## src/rtl/fetch_stage.sv

```systemverilog
`default_nettype none
// ============================================================================
// Module   : fetch_stage
// Brief    : RV32I fetch front end; one outstanding req/gnt/rvalid word fetch,
//            presents instr/PC/valid to decode and applies next-PC selection.
// Revision : 1.0
// ============================================================================
module fetch_stage #(
    parameter logic [31:0] RESET_PC = 32'h0000_0000
) (
    input  logic        clk,
    input  logic        rst,
    input  logic        stall,
    input  logic        redirect,
    input  logic [31:0] redirect_pc,
    output logic        imem_req,
    output logic [31:0] imem_addr,
    input  logic        imem_gnt,
    input  logic        imem_rvalid,
    input  logic [31:0] imem_rdata,
    output logic [31:0] instr,
    output logic [31:0] program_counter,
    output logic        valid,
    output logic        misalign_err,
    output logic [31:0] fetch_count
);

    localparam logic [31:0] c_NOP = 32'h0000_0013;

    typedef enum logic [2:0] {
        S_IDLE = 3'd0,
        S_REQ  = 3'd1,
        S_WAIT = 3'd2,
        S_HOLD = 3'd3,
        S_ERR  = 3'd4
    } state_t;

    state_t      r_state;
    state_t      w_next_state;
    logic [31:0] r_fetch_pc;
    logic [31:0] r_instr;
    logic [31:0] r_pc;
    logic        r_valid;
    logic        r_misalign;
    logic [31:0] r_count;
    logic [31:0] w_next_pc;
    logic        w_load;
    logic        w_consume;
    logic        w_aligned;

    assign w_next_pc = redirect ? redirect_pc : r_fetch_pc + 32'd4;
    assign w_aligned = (w_next_pc[1:0] == 2'b00);

    always_ff @(posedge clk or negedge rst) begin
        if (!rst) begin
            r_state <= S_IDLE;
        end else begin
            r_state <= w_next_state;
        end
    end

    // rvalid is only honoured in WAIT, so stale responses after reset are dropped
    always_comb begin
        w_next_state = r_state;
        w_load       = 1'b0;
        w_consume    = 1'b0;
        case (r_state)
            S_IDLE: w_next_state = S_REQ;
            S_REQ: begin
                if (imem_gnt) begin
                    w_next_state = S_WAIT;
                end
            end
            S_WAIT: begin
                if (imem_rvalid) begin
                    w_load       = 1'b1;
                    w_next_state = S_HOLD;
                end
            end
            S_HOLD: begin
                if (!stall) begin
                    w_consume    = 1'b1;
                    w_next_state = w_aligned ? S_REQ : S_ERR;
                end
            end
            S_ERR:   w_next_state = S_ERR;
            default: w_next_state = S_IDLE;
        endcase
    end

    always_ff @(posedge clk or negedge rst) begin
        if (!rst) begin
            r_fetch_pc <= RESET_PC;
            r_instr    <= c_NOP;
            r_pc       <= RESET_PC;
            r_valid    <= 1'b0;
            r_misalign <= 1'b0;
            r_count    <= 32'd0;
        end else begin
            if (w_load) begin
                r_instr <= imem_rdata;
                r_pc    <= r_fetch_pc;
                r_valid <= 1'b1;
            end
            if (w_consume) begin
                r_count <= r_count + 32'd1;
                r_valid <= 1'b0;
                if (w_aligned) begin
                    r_fetch_pc <= w_next_pc;
                end else begin
                    r_misalign <= 1'b1;
                end
            end
        end
    end

    assign imem_req        = (r_state == S_REQ);
    assign imem_addr       = r_fetch_pc;
    assign instr           = r_instr;
    assign program_counter = r_pc;
    assign valid           = r_valid;
    assign misalign_err    = r_misalign;
    assign fetch_count     = r_count;

endmodule
`default_nettype wire

```

## config.mk

```make
export PLATFORM = sky130hd
export DESIGN_NAME = fetch_stage
export DESIGN_NICKNAME = d
export VERILOG_FILES = /design/src/rtl/fetch_stage.sv
export SDC_FILE = /design/constraint.sdc
export NUM_CORES = 1
export LEC_CHECK = 0
export CORE_ASPECT_RATIO = 2
export CORE_MARGIN = 10
export CORE_UTILIZATION = 51
export CTS_BUF_LIST = sky130_fd_sc_hd__clkbuf_8
export DETAILED_ROUTE_END_ITERATION = 16
export GPL_ROUTABILITY_DRIVEN = 0
export HOLD_SLACK_MARGIN = 0.06
export PLACE_DENSITY = 0.95
export SYNTH_ARGS = -nofsm -noshare
export SYNTH_HDL_FRONTEND = slang
export SYNTH_SLANG_ARGS = --single-unit
export TNS_END_PERCENT = 50
```

## constraint.sdc

```tcl
create_clock -name clk -period 2.92 [get_ports clk]
set_input_delay 0.876 -clock clk [delete_from_list [all_inputs] [get_ports clk]]
set_output_delay 0.876 -clock clk [all_outputs]
set_load 0.02 [all_outputs]
```

# After elaboration in Yosys (flattened, before gate mapping)
# Cells that the tools add are included.
[op_classes]
addsub = 2
eq_ne = 7
mux = 12
bitwise = 1
n_reduce_logical = 6
[ops]
columns = ["op", "n"]
rows = [
  ["adder 32 x 1 -> 32 bit, second input constant", 1],
  ["adder 32 x 3 -> 32 bit, second input constant", 1],
  ["2-to-1 mux 32 bit", 1],
  ["case mux 3 bit (5 select lines)", 1],
  ["2-to-1 mux 3 bit", 4],
  ["equality test 3 x 2 -> 1 bit, second input constant", 2],
  ["2-to-1 mux 1 bit", 6],
  ["!= test 2 bit, second input constant", 2],
  ["AND reduction 2 bit", 2],
  ["equality test 3 x 1 -> 1 bit, second input constant", 1],
  ["equality test 3 bit, second input constant", 1],
  ["logical NOT 3 bit", 1],
  ["AND reduction 3 bit", 1],
  ["logical NOT 2 bit", 1],
  ["!= test 2 x 1 -> 1 bit, second input constant", 1],
  ["nonzero test 2 bit", 1],
  ["inverter 1 bit", 1],
]
[totals]
reg_bits = 133
input_bits = 70
output_inout_bits = 131
wordCells = 35

# Logic depth before layout (Yosys ltp)
[depth]
ltp_word = 6
ltp_mapped = 7
depth_no_buf = 6

# Least setup slack after synthesis
# OpenSTA, ideal clock, no wires.
[synth_timing]
path_type = "input to register"
start = "input redirect"
end = "register r_fetch_pc[21] (netlist: imem_addr[21])"
setup_ps = 137
arrival_ps = 2241
required_time_ps = 2783
setup_slack_ps = 542
cell_stages = 5
path_buffers = 0
path_cell_list = "nor3_1 -> o21ai_0 -> or4_1 -> mux2i_1 -> a21oi_1"
[synth_via]
elab_chain_cells = 3
[synth_lines]
columns = ["item", "line", "source"]
rows = [
  ["start: declaration", "14", "input logic redirect,"],
  ["2-to-1 mux 32 bit *", "51", "assign w_next_pc = redirect ? redirect_pc : r_fetch_pc + 32'd4;"],
  ["logical NOT 2 bit", "52", "assign w_aligned = (w_next_pc[1:0] == 2'b00);"],
  ["AND reduction 2 bit (no source line)", "n/a", ""],
  ["end signal: assignment", "109", "r_fetch_pc <= w_next_pc;"],
  ["end: declaration", "40", "logic [31:0] r_fetch_pc;"],
]
# Every way passes the cells marked *; elsewhere a longest branch is shown, timed or not.
# A chain may end at the register's enable or synchronous reset.

# Worst setup path after layout
[layout_timing]
start = "register r_state[0]"
end = "output imem_req"
[layout_via]
elab_chain_cells = 1
[layout_lines]
columns = ["item", "line", "source"]
rows = [
  ["start: declaration", "38", "state_t r_state;"],
  ["start signal: assignment", "58", "r_state <= w_next_state;"],
  ["equality test 3 x 1 -> 1 bit", "117", "assign imem_req = (r_state == S_REQ);"],
  ["end: declaration", "16", "output logic imem_req,"],
]
# No other way between the ends.

==> summary.md <==
| Metric | Value |
|---|---|
| Crit path from | r_state[0]$_DFFE_PN0P_ |
| Nets | 805 |
| Slew at the pin closest to its max-slew limit | 0.7221 ns |
| H-tree Lvls | 4 |
| Flop2flop setup slack | 0.63 ns |
| Area leader, netlist | dfrtp_1 |
| Sequential share of the synthesized area | 0.5577 |
| Cell Count, Final, Fillers Out | 888 |
| Final Hold Fails | 0 |
| Crit-path max FO | 8 |
| Area delta synth->final | 45.70% |
| Initial drt markers | 327 |
| RR Startpoint | imem_addr[18]$_DFFE_PN0P_ |
| Synth Area in Simple Gates | 0.1621 |
| WS Path Type | flop to output port |
| Worst skew pair latency | 0.43 ns |
| Total global routing overflow | 0 |
| Internal | 5.111 mW |
| Post-CTS Setup Repair Bufs | 0 |
| Post-Synth XOR/XNOR Area | 0.04545 |
| Layout cells sized above 1 | 0.1689 |
| Synth Cell Area | 5974 um2 |
| Yosys reg bits | 133 |
| Crit Reg-Reg Endpoint | imem_addr[30]$_DFFE_PN0P_ |
| Final setup violation count | 0 |
| DP HPWL | 14,510 um |
| Critical Path Start Type | flop |
| Logic gate share of total power | 0.412 |
| Net Sw Power | 2.871 mW |
| Leak | 3.608 nW |
| Vias per cell | 5.923 |
| Crit path time final | 2.690 ns |
| Vias | 5,260 |
| Site Rows | 55 |
| Netlist cell types | 51 |
| CTS max path bufs | 2 |
| Post-synth EDFFs | 0 |
| Power Density | 916.9 nW/um2 |
| Synth warn | 0 |
| CP endpoint kind | output port |
| FMAX | 371.8 MHz |
| Num ports | 201 |
| Top routing layer in use | met4 |
| Mapped Cells | 516 |
| DR DRC count | 0 |
| Clock skew | 0.01336 ns |
| Data arrival, critical path | 1.81 ns |
| Most frequent cell after synthesis | dfrtp_1 |
| Critical Path RT | 2.04 ns |
| Metal3 WL | 1799 um |
| Worst slack at placement | 0.05927 ns |
| Clock-pin slew on the worst setup and hold paths | 0.08 ns |
| Wire length per cell | 21.73 um |
| Max-slew headroom | 0.5146 |
| Vias in the first global route | 5,530 |
| CTS Root Cell | clkbuf_8 |
| RSZ-0062 raised after global routing | no |
| CTS resizes | 0 |
| Layout Utilization | 0.7620 |
| First-pass GRT wire length | 29,580 um |
| Initial antenna violation count | 0 |
| Status | finished clean |
| Total power | 7.981 mW |
| Die height | 173.1 um |
| Total CTS buffers | 17 |
| Largest family of logic cells by synthesized area | simple AND/OR/NAND/NOR gates |
| Top cells by count, synth | dfrtp_1 (130), mux2_2 (64), nand2_1 (39), nor2_1 (38), xnor2_1 (22) |
| R2R cell count | 5 |
| Avg Inst Size Synth | 11.58 um2 |
| Crit path largest cell delay | 0.64 ns |
| Top cell type's share of synthesized area | 0.5445 |
| Crit path cell chain | nor3b_1, clkdlybuf4s50_1 |
| Post-Synth Adder-Cell Area | 0.004188 |
| Number of port buffers | 200 |
| Async set or reset register ratio after synthesis | 1.000 |
| Initial DRT Pass Iterations | 5 |
| Met2 routed WL | 10,310 um |
| Tot GR Track Use | 0.2264 |
| Worst hold path class | input port to async pin |
| Total Routed Length | 19,290 um |
| CTS tree | done |
| Max VDD drop | 0.0005417 V |
| Net Sw Frac | 0.3597 |
| Inst Count DP | 856 |
| Setup WS post-layout | 0.2304 ns |
| Chip width | 96.54 um |
| Hold-fix buffers, CTS | 0 |
| Maximum Capacitance Violations | 0 |
| Routed metal-1 wire length | 6446 um |
| Top post-synthesis cells by area | dfrtp_1 (54%), mux2_2 (12%), xnor2_1 (3.2%) |
| Routed Antenna Nets | 0 |
| Post-synthesis mux area share | 0.1307 |
| Clock power frac | 0.212 |
| Final Cycle Share | 0.9211 |
| Diodes inserted | 0 |
| Main synth FF type | dfrtp_1 |
| Core area | 11,420 um2 |
| Clk sink count | 133 |
| Reg power frac | 0.376 |
| Compound-Gate Fraction of Synth Area | 0.08251 |
| Initial core utilization | 0.5230 |
| Die area | 16,710 um2 |
| Largest net degree at the start of global routing | 61 |
| Critical path's slowest cell | clkdlybuf4s50_1 |
| Crit path to | imem_req |
| Max-slew violations | 0 |
| Setup TNS | 0 ns |
| Synth Net Count | 588 |
==> logic make-up after synthesis <==
logic type	count (synthesis)
and+or+nand+nor	181
AOI/OAI and AO/OA	75
buffers and inverters	24
DFF	133
muxes	70
adders and majority gates	2
xor gates and xnor gates	31
==> routing by layer <==
| layer | global-route usage | vias to the layer above |
|---|---|---|
| met4 | 0.1108 | 0 |
| met2 | 0.3915 | 311 |
| li1 | - | 2336 |
| met3 | 0.06594 | 67 |
| met5 | 0 | - |
| met1 | 0.2365 | 2546 |
==> area by class of cell <==
cell class	instances	area (um2)
Clock buffer	19	261.5
Clock inverter	13	181.4
Fill cell	727	2719
Inverter	2	7.507
Multi-Input combinational cell	359	2554
Sequential cell	133	3332
Tap cell	142	177.7
Timing Repair Buffer	220	2191
==> state kept, by name, summed over array words and instances (netlist names) <==
| name | cells |
|---|---|
| misalign_err | 1 |
| imem_addr | 32 |
| instr | 32 |
| program_counter | 32 |
| valid | 1 |
| fetch_count | 32 |
| r_state | 3 |
==> power groups by stage <==
stage	sequential [mW]	combinational (mW)	clock, mW
after floorplan	3.60	0.926	0
after global placement	2.95	3.21	0
after detailed placement	3.02	3.31	0
after CTS	2.99	3.33	1.72
after global routing	3.07	3.46	1.81
final	3.00	3.29	1.69
==> critical path: cells and delay by family (launching register included) <==
kind	cells	cell delay, ns
simple gates	1	0.24
buf+inv	1	0.64
flops	1	0.50
==> cell usage in the layout (no fill, tap or decap), drive strengths merged, types with 3 or more instances in the layout <==
master and n:
nor4 8, a21o 6, or4 3, clkdlybuf4s50 199, buf 21, nor3 12
o21ai 8, and2 6, mux2 64, and4 7, xor2 9, o22ai 13
mux2i 6, bufinv 4, nor2 38, dfrtp 130, clkinvlp 3, nand4 22
clkinv 3, clkbuf 19, dfstp 3, a22oi 5, a22o 3, a21oi 21
nor3b 4, or3 4, xnor2 22, a211oi 4, nand2 39, and3 12
inv 5, nand3 17
==> stage by stage <==
step	hold slack [ns]	cell area, um2
CTS	0.3749	8705
finish	0.3798	8705
global route	0.3831	8705
global placement	0.4631	8262
floorplan	0.4907	5974
detailed placement	0.4731	8262
==> worst min path at each step <==
stage                                 from                           to  slack (ns)  cells past startpoint
3_5_place_dp   fetch_count[31]$_DFFE_PN0P_  fetch_count[31]$_DFFE_PN0P_        0.47                      1
4_1_cts                                rst   fetch_count[3]$_DFFE_PN0P_        0.37                      1
6_report                               rst   fetch_count[3]$_DFFE_PN0P_        0.38                      1
2_1_floorplan       r_state[2]$_DFFE_PN0P_       r_state[1]$_DFFE_PN0P_        0.49                      1
5_1_grt                                rst   fetch_count[3]$_DFFE_PN0P_        0.38                      1
3_3_place_gp   fetch_count[31]$_DFFE_PN0P_  fetch_count[31]$_DFFE_PN0P_        0.46                      1
(Power assumes the default switching activity.)
